### config.mk
export PLATFORM = sky130hd
export DESIGN_NAME = qdiv_seq
export DESIGN_NICKNAME = d
export VERILOG_FILES = /design/src/rtl/qdiv_seq.sv
export SDC_FILE = /design/constraint.sdc
export NUM_CORES = 1
export LEC_CHECK = 0
export BUFFER_PORTS_ARGS = -buffer_cell sky130_fd_sc_hd__buf_2
export CAP_MARGIN = 20
export CORE_UTILIZATION = 60
export DETAILED_ROUTE_END_ITERATION = 10
export GPL_TIMING_DRIVEN = 0
export PLACE_DENSITY = 0.83
export SYNTH_ARGS = -nofsm -noshare
export SYNTH_HDL_FRONTEND = slang
export SYNTH_SLANG_ARGS = --single-unit
### constraint.sdc
create_clock -name clk -period 5.7 [get_ports clk]
set_input_delay 1.71 -clock clk [delete_from_list [all_inputs] [get_ports clk]]
set_output_delay 1.71 -clock clk [all_outputs]
set_load 0.01 [all_outputs]
### src/rtl/qdiv_seq.sv
// qdiv_seq: multi-cycle signed-magnitude Qm.n fixed-point divider.
// Restoring division, one quotient bit per clock, with start/ready/done
// handshake, divide-by-zero detection, saturation and negative-zero cleanup.
// Optional round-half-up on the magnitude when QDIV_ROUND_EN is defined
// (one extra guard iteration, one extra clock of latency).
module qdiv_seq #(
  parameter int Q = 16,
  parameter int N = 32
) (
  input  logic         clk,
  input  logic         rst,
  input  logic         i_start,
  input  logic [N-1:0] i_dividend,
  input  logic [N-1:0] i_divisor,
  output logic         o_ready,
  output logic [N-1:0] o_quotient,
  output logic         o_done,
  output logic         o_overflow,
  output logic         o_div_zero
);

`ifdef QDIV_ROUND_EN
  localparam int GUARD = 1;
`else
  localparam int GUARD = 0;
`endif

  // Quotient/numerator width equals the iteration count; the guard bit (if
  // any) sits at the bottom of the quotient.
  localparam int ITER = N - 1 + Q + GUARD;
  localparam int QW   = ITER;
  localparam int CW   = $clog2(ITER + 2);
  localparam int MW   = N + Q;   // magnitude plus room for a rounding carry

  typedef enum logic [1:0] {IDLE, CALC, FINAL} state_t;

  state_t          state;
  logic [CW-1:0]   cnt;
  logic [QW-1:0]   num;     // remaining numerator bits, consumed MSB first
  logic [N-1:0]    rem;     // partial remainder
  logic [QW-1:0]   quo;     // quotient bits accumulated LSB-in
  logic [N-2:0]    dvsr;    // divisor magnitude
  logic            sign;
  logic            dz;

  logic [N:0]      rem_sh;
  logic            ge;
  logic [N-1:0]    rem_nx;
  logic [MW-1:0]   mag_ext;
  logic            ovf;
  logic [N-2:0]    res_mag;
  logic            res_sign;

  // One restoring step: shift in the next numerator bit, trial-subtract.
  always_comb begin
    rem_sh = {rem, num[QW-1]};
    ge     = (rem_sh >= {2'b00, dvsr});
    rem_nx = N'(ge ? (rem_sh - {2'b00, dvsr}) : rem_sh);
  end

  // Result shaping: optional rounding, saturation and negative-zero cleanup.
  always_comb begin
`ifdef QDIV_ROUND_EN
    mag_ext = {1'b0, quo[QW-1:1]} + MW'(quo[0]);
`else
    mag_ext = {1'b0, quo};
`endif
    ovf      = dz | (|mag_ext[MW-1:N-1]);
    res_mag  = ovf ? '1 : mag_ext[N-2:0];
    res_sign = sign & (|res_mag);
  end

  // Control FSM with registered outputs.
  always_ff @(posedge clk) begin
    if (rst) begin
      state      <= IDLE;
      cnt        <= '0;
      num        <= '0;
      rem        <= '0;
      quo        <= '0;
      dvsr       <= '0;
      sign       <= 1'b0;
      dz         <= 1'b0;
      o_ready    <= 1'b1;
      o_quotient <= '0;
      o_done     <= 1'b0;
      o_overflow <= 1'b0;
      o_div_zero <= 1'b0;
    end else begin
      o_done <= 1'b0;
      case (state)
        IDLE: begin
          if (i_start) begin
            num     <= {i_dividend[N-2:0], {(Q+GUARD){1'b0}}};
            dvsr    <= i_divisor[N-2:0];
            sign    <= i_dividend[N-1] ^ i_divisor[N-1];
            rem     <= '0;
            quo     <= '0;
            o_ready <= 1'b0;
            if (i_divisor[N-2:0] == '0) begin
              dz    <= 1'b1;
              cnt   <= '0;
              state <= FINAL;
            end else begin
              dz    <= 1'b0;
              cnt   <= CW'(ITER - 1);
              state <= CALC;
            end
          end
        end
        CALC: begin
          rem <= rem_nx;
          quo <= {quo[QW-2:0], ge};
          num <= num << 1;
          cnt <= cnt - 1'b1;
          if (cnt == '0)
            state <= FINAL;
        end
        FINAL: begin
          o_quotient <= {res_sign, res_mag};
          o_overflow <= ovf;
          o_div_zero <= dz;
          o_done     <= 1'b1;
          o_ready    <= 1'b1;
          state      <= IDLE;
        end
        default: begin
          state   <= IDLE;
          o_ready <= 1'b1;
        end
      endcase
    end
  end

endmodule

* Word-level counts from Yosys, hierarchy flattened
Cells that the tools add are included.
** Cells by class
- Add/subtract/negate cells :: 2
- $lt $le $gt $ge :: 1
- Eq/ne operators :: 4
- Muxes and demuxes :: 19
- Bitwise logic cells :: 4
- Reductions and logical operators :: 10
** Operators with widths (number)
- 47-bit case mux with 2 select lines :: 2
- 47-bit two-way mux :: 2
- 32-bit two-way mux :: 2
- 32-bit case mux with 2 select lines :: 1
- 33-bit by 31-bit greater-or-equal comparator with 1-bit output :: 1
- 32-bit by 31-bit subtractor with 32-bit output :: 1
- 31-bit logical NOT :: 1
- 31-bit two-way mux :: 1
- 31-bit OR reduction :: 1
- 16-bit OR reduction :: 1
- 6-bit two-way mux :: 2
- 6-bit case mux with 2 select lines :: 1
- 2-bit AND reduction :: 4
- 6-bit logical NOT :: 1
- 2-bit two-way mux :: 3
- 6-bit by 1-bit subtractor with 6-bit output (second input constant) :: 1
- 2-bit != test (second input constant) :: 2
- 2-bit case mux with 2 select lines :: 1
- 1-bit two-way mux :: 3
- 2-bit by 1-bit equality test with 1-bit output (second input constant) :: 1
- 2-bit equality test (second input constant) :: 1
- 2-bit logical NOT :: 1
- 1-bit case mux with 2 select lines :: 1
- 2-bit nonzero test :: 1
- 4 further kinds :: 4
** Storage, ports and cells
- Flip-flop bits (word level) :: 203
- Bits of input ports :: 67
- Output and inout port bits :: 36
- Logic and storage cells :: 53

* Depth between registers and ports, before layout
- Depth after elaboration :: 5
- Mapped depth :: 12

* Worst setup path before layout
OpenSTA, ideal clock, no wires.
- Kind :: in2reg
- From :: in i_start
- To :: reg num[29]
- Library setup time :: 0.070 ns
- Arrival :: 2.720 ns
- Data required time :: 5.630 ns
- Setup slack :: 2.909 ns
- Stages :: 6
- Buffers on the path :: 2
- Cell sequence :: nand2b_1 nor2_1 clkbuf_1 clkbuf_1 a22oi_1 a21oi_1
** Between the ends
- Cells in the longest elaborated chain, start to end :: 2
** RTL lines
- from (decl) :: line 12 : input logic i_start,
- 2-bit != test (no source line)
- 2-bit AND reduction (no source line)
- to (signal assigned) :: line 94 : num <= {i_dividend[N-2:0], {(Q+GUARD){1'b0}}};
- to (signal assigned) :: line 114 : num <= num << 1;
- to (decl) :: line 39 : logic [QW-1:0] num;
No other way between the ends.
A chain may end at the register's enable or synchronous reset.

* Worst setup path in the final report
- From :: in i_divisor[15]
- To :: reg cnt[1]
** Between the ends
- Cells in the longest elaborated chain, start to end :: 4
** RTL lines
- from (decl) :: line 14 : input logic [N-1:0] i_divisor,
- 31-bit logical NOT :: line 100 : if (i_divisor[N-2:0] == '0) begin
- 6-bit two-way mux :: line 100
- 6-bit two-way mux :: line 93 : if (i_start) begin
- 6-bit case mux with 2 select lines :: line 91 : case (state)
- to (signal assigned) :: line 106 : cnt <= CW'(ITER - 1);
- to (signal assigned) :: line 115 : cnt <= cnt - 1'b1;
- to (decl) :: line 38 : logic [CW-1:0] cnt;
No other way between the ends. The select of a mux whose other input is x is not followed.

==> flow_metrics.tcl <==
set metrics [dict create \
    critPathLaunchType "input pin" \
    post-dp-hpwl_um 17300 \
    vdd_drop_max_v 0.000435 \
    synth_fp_nets 1289 \
    postRouteAntennaNets 0 \
    fillers 1197 \
    wl_per_cell_um 16.3 \
    drive_above_1_share_pct 11.7 \
    cp_max_fo 5 \
    synth_area_per_cell_um2 7.76 \
    nets 1410 \
    leakagePower_nw 4.13 \
    syn_area_um2 9220 \
    synth-edff-count 0 \
    total_power_mw 5.63 \
    placedCellCount 1474 \
    die_h_um 126 \
    grt_use_total_pct 31.5 \
    grt_max_degree 19 \
    stdcell_count 1505 \
    hold_buffers 0 \
    top_usage_layer "met2" \
    period_needed_ps 3170 \
    setup_tns_ps 0 \
    synth_most_common_cell "nand2_1" \
    io_pins 103 \
    gp_congestion 0.897 \
    yosys_most_used_dff "dfxtp_1" \
    hp-class "reg2reg" \
    grt_use_met2_pct 55.7 \
    grt_setup_unrepaired "no" \
    start_util_pct 62.5 \
    num_rows 44 \
    finalClockSkew_ps 13.4 \
    fin_ws_ps 2530 \
    postCtsSetupBuffers 0 \
    grt_pass1_vias 8601 \
    cts_buffers 17 \
    hold_violations 0 \
    drt_first_pass_iters 7 \
    grtUsageMet3_pct 6.20 \
    power_density_nw_per_um2 533 \
    whs_ps 457 \
    max_slew.worst_pin.slew_ps 754 \
    postLayoutCellArea_um2 10600 \
    cts_tree "yes" \
    io_buffer_count 102 \
    max_freq_mhz 315 \
    drtIter0Drc 786 \
    status "completed" \
    cp.required_ps 5970 \
    worst_slew_margin_rel_pct 49.2 \
    grt_pass1_wl_um 40600 \
    clk_pin_slew_ps 70 \
    synth_top_area_share_pct 40.6 \
    synth_top_area_cell "dfxtp_1" \
    antenna_found_initial 0 \
    placedInstanceArea_um2 9960 \
    overflow 0 \
    final_max_slew_viol_count 0 \
    synthTopCellsByArea "dfxtp_1 41%, nand2_1 8.1%, a21oi_1 7.8%, ha_1 4.5%, nor3_1 4.3%" \
    htree_levels 4 \
    cts_resized 0 \
    grtUsageMet1_pct 37.1 \
    final-setup-viol-count 0 \
    die-area_um2 15900 \
    syn_to_final_growth_pct 14.6 \
    crit_type "in2reg" \
    synthArstFlopShare_pct 0 \
    coreArea_um2 14800 \
    place_ws_ps 2120 \
    cap_viol_max_count 0 \
    ys_warn_count 0 \
    cp_cell_sequence "buf_2, nor3_1, nand4_1, o21ai_0, a21oi_1" \
    clock_latency_ps 430 \
    worstSetupEndpointType "register" \
    drc 0 \
    crit_slowest_cell "o21ai_0" \
    cpPeakStageDelay_ps 690 \
    finalWirelength_um 24600 \
    vias 9014 \
    arrival_ps 3440 \
    utilization_pct 71.6 \
    root_buffer "clkbuf_16" \
    synthCells 1188 \
    cts_buffer_depth 2 \
    synthDistinctLibCells 66 \
    final.period_utilization_pct 55.6 \
    ys_seq_elements 187 \
    ys_seq_area_share_pct 40.6 \
    die_w_um 126 \
    cts_sinks 187 \
    n_antenna_cell 0 \
    synth_common_cells "200 x nand2_1, 187 x dfxtp_1, 144 x a21oi_1, 79 x nor3_1, 73 x nor2_1" \
    viasPerCell 5.99 \
]
-- layout by cell type (no fill, tap or decap), drive strengths merged, types with 45 or more instances in the layout --
| master | Yosys | routed |
|---|---|---|
| a21oi | 144 | 144 |
| nor2 | 73 | 73 |
| dfxtp | 187 | 187 |
| nand3 | 67 | 67 |
| inv | 39 | 47 |
| nor3 | 79 | 79 |
| nand2 | 201 | 201 |
| o21ai | 45 | 45 |
| clkbuf | 68 | 85 |
| buf | 15 | 117 |
-- registers in the layout, indices dropped and copies added (netlist names) --
signal / cells
cnt: 6
dvsr: 31
dz: 1
num: 31
o_div_zero: 1
o_done: 1
o_overflow: 1
o_quotient: 32
o_ready: 1
quo: 47
rem: 32
sign: 1
state: 2
-- logic make-up after synthesis --
family / after synthesis / share of synthesized area, %
AOI/OAI and AO/OA: 298 / 19.8
muxes: 23 / 2.51
adders and majority gates: 34 / 4.69
xor gates and xnor gates: 21 / 1.99
and+or+nand+nor: 503 / 25.2
DFF: 187 / 40.6
buffers and inverters: 122 / 5.13
-- per-layer routing --
layer  wire, um  vias to the layer above  part of all wire [%]
met3       1150                       54                   4.7
met5          0                        -                     0
met4        823                        0                   3.4
met1      10400                     4249                    42
li1           -                     4440                     -
met2      12200                      271                    50
-- worst paths after layout --
| kind | cells after the start | from | end | slack (ps) |
|---|---|---|---|---|
| worst max-delay path | 5 | i_divisor[15] | cnt[1] | 2530 |
| worst min-delay path | 2 | dvsr[24] | dvsr[24] | 460 |
| worst max register to register | 11 | num[46] | rem[28] | 2640 |
| worst min register to register | 2 | dvsr[24] | dvsr[24] | 460 |
-- power breakdown --
group          leakage [nW]  internal, mW  total, mW  switching [mW]
clock network         0.299         0.666       1.23           0.563
registers              1.52          1.43       1.52          0.0903
logic                  2.31          1.19       2.88            1.70
-- critical path, delay by kind of cell --
kind / cells / cell delay (ps)
and+or+nand+nor: 2 / 770
buffers and inverters: 1 / 110
AOI/OAI and AO/OA: 2 / 860
-- area by class of cell --
type / count / area [um2] / share of cell area, %
clock inverter: 14 / 179 / 1.69
sequential: 187 / 3740 / 35.4
clock buffer: 17 / 425 / 4.03
multi-input combinational: 879 / 5000 / 47.4
timing repair buffer: 102 / 510 / 4.83
tap: 184 / 230 / 2.18
buffer: 83 / 327 / 3.09
inverter: 39 / 146 / 1.39
Power figures use the tool's default switching activity.
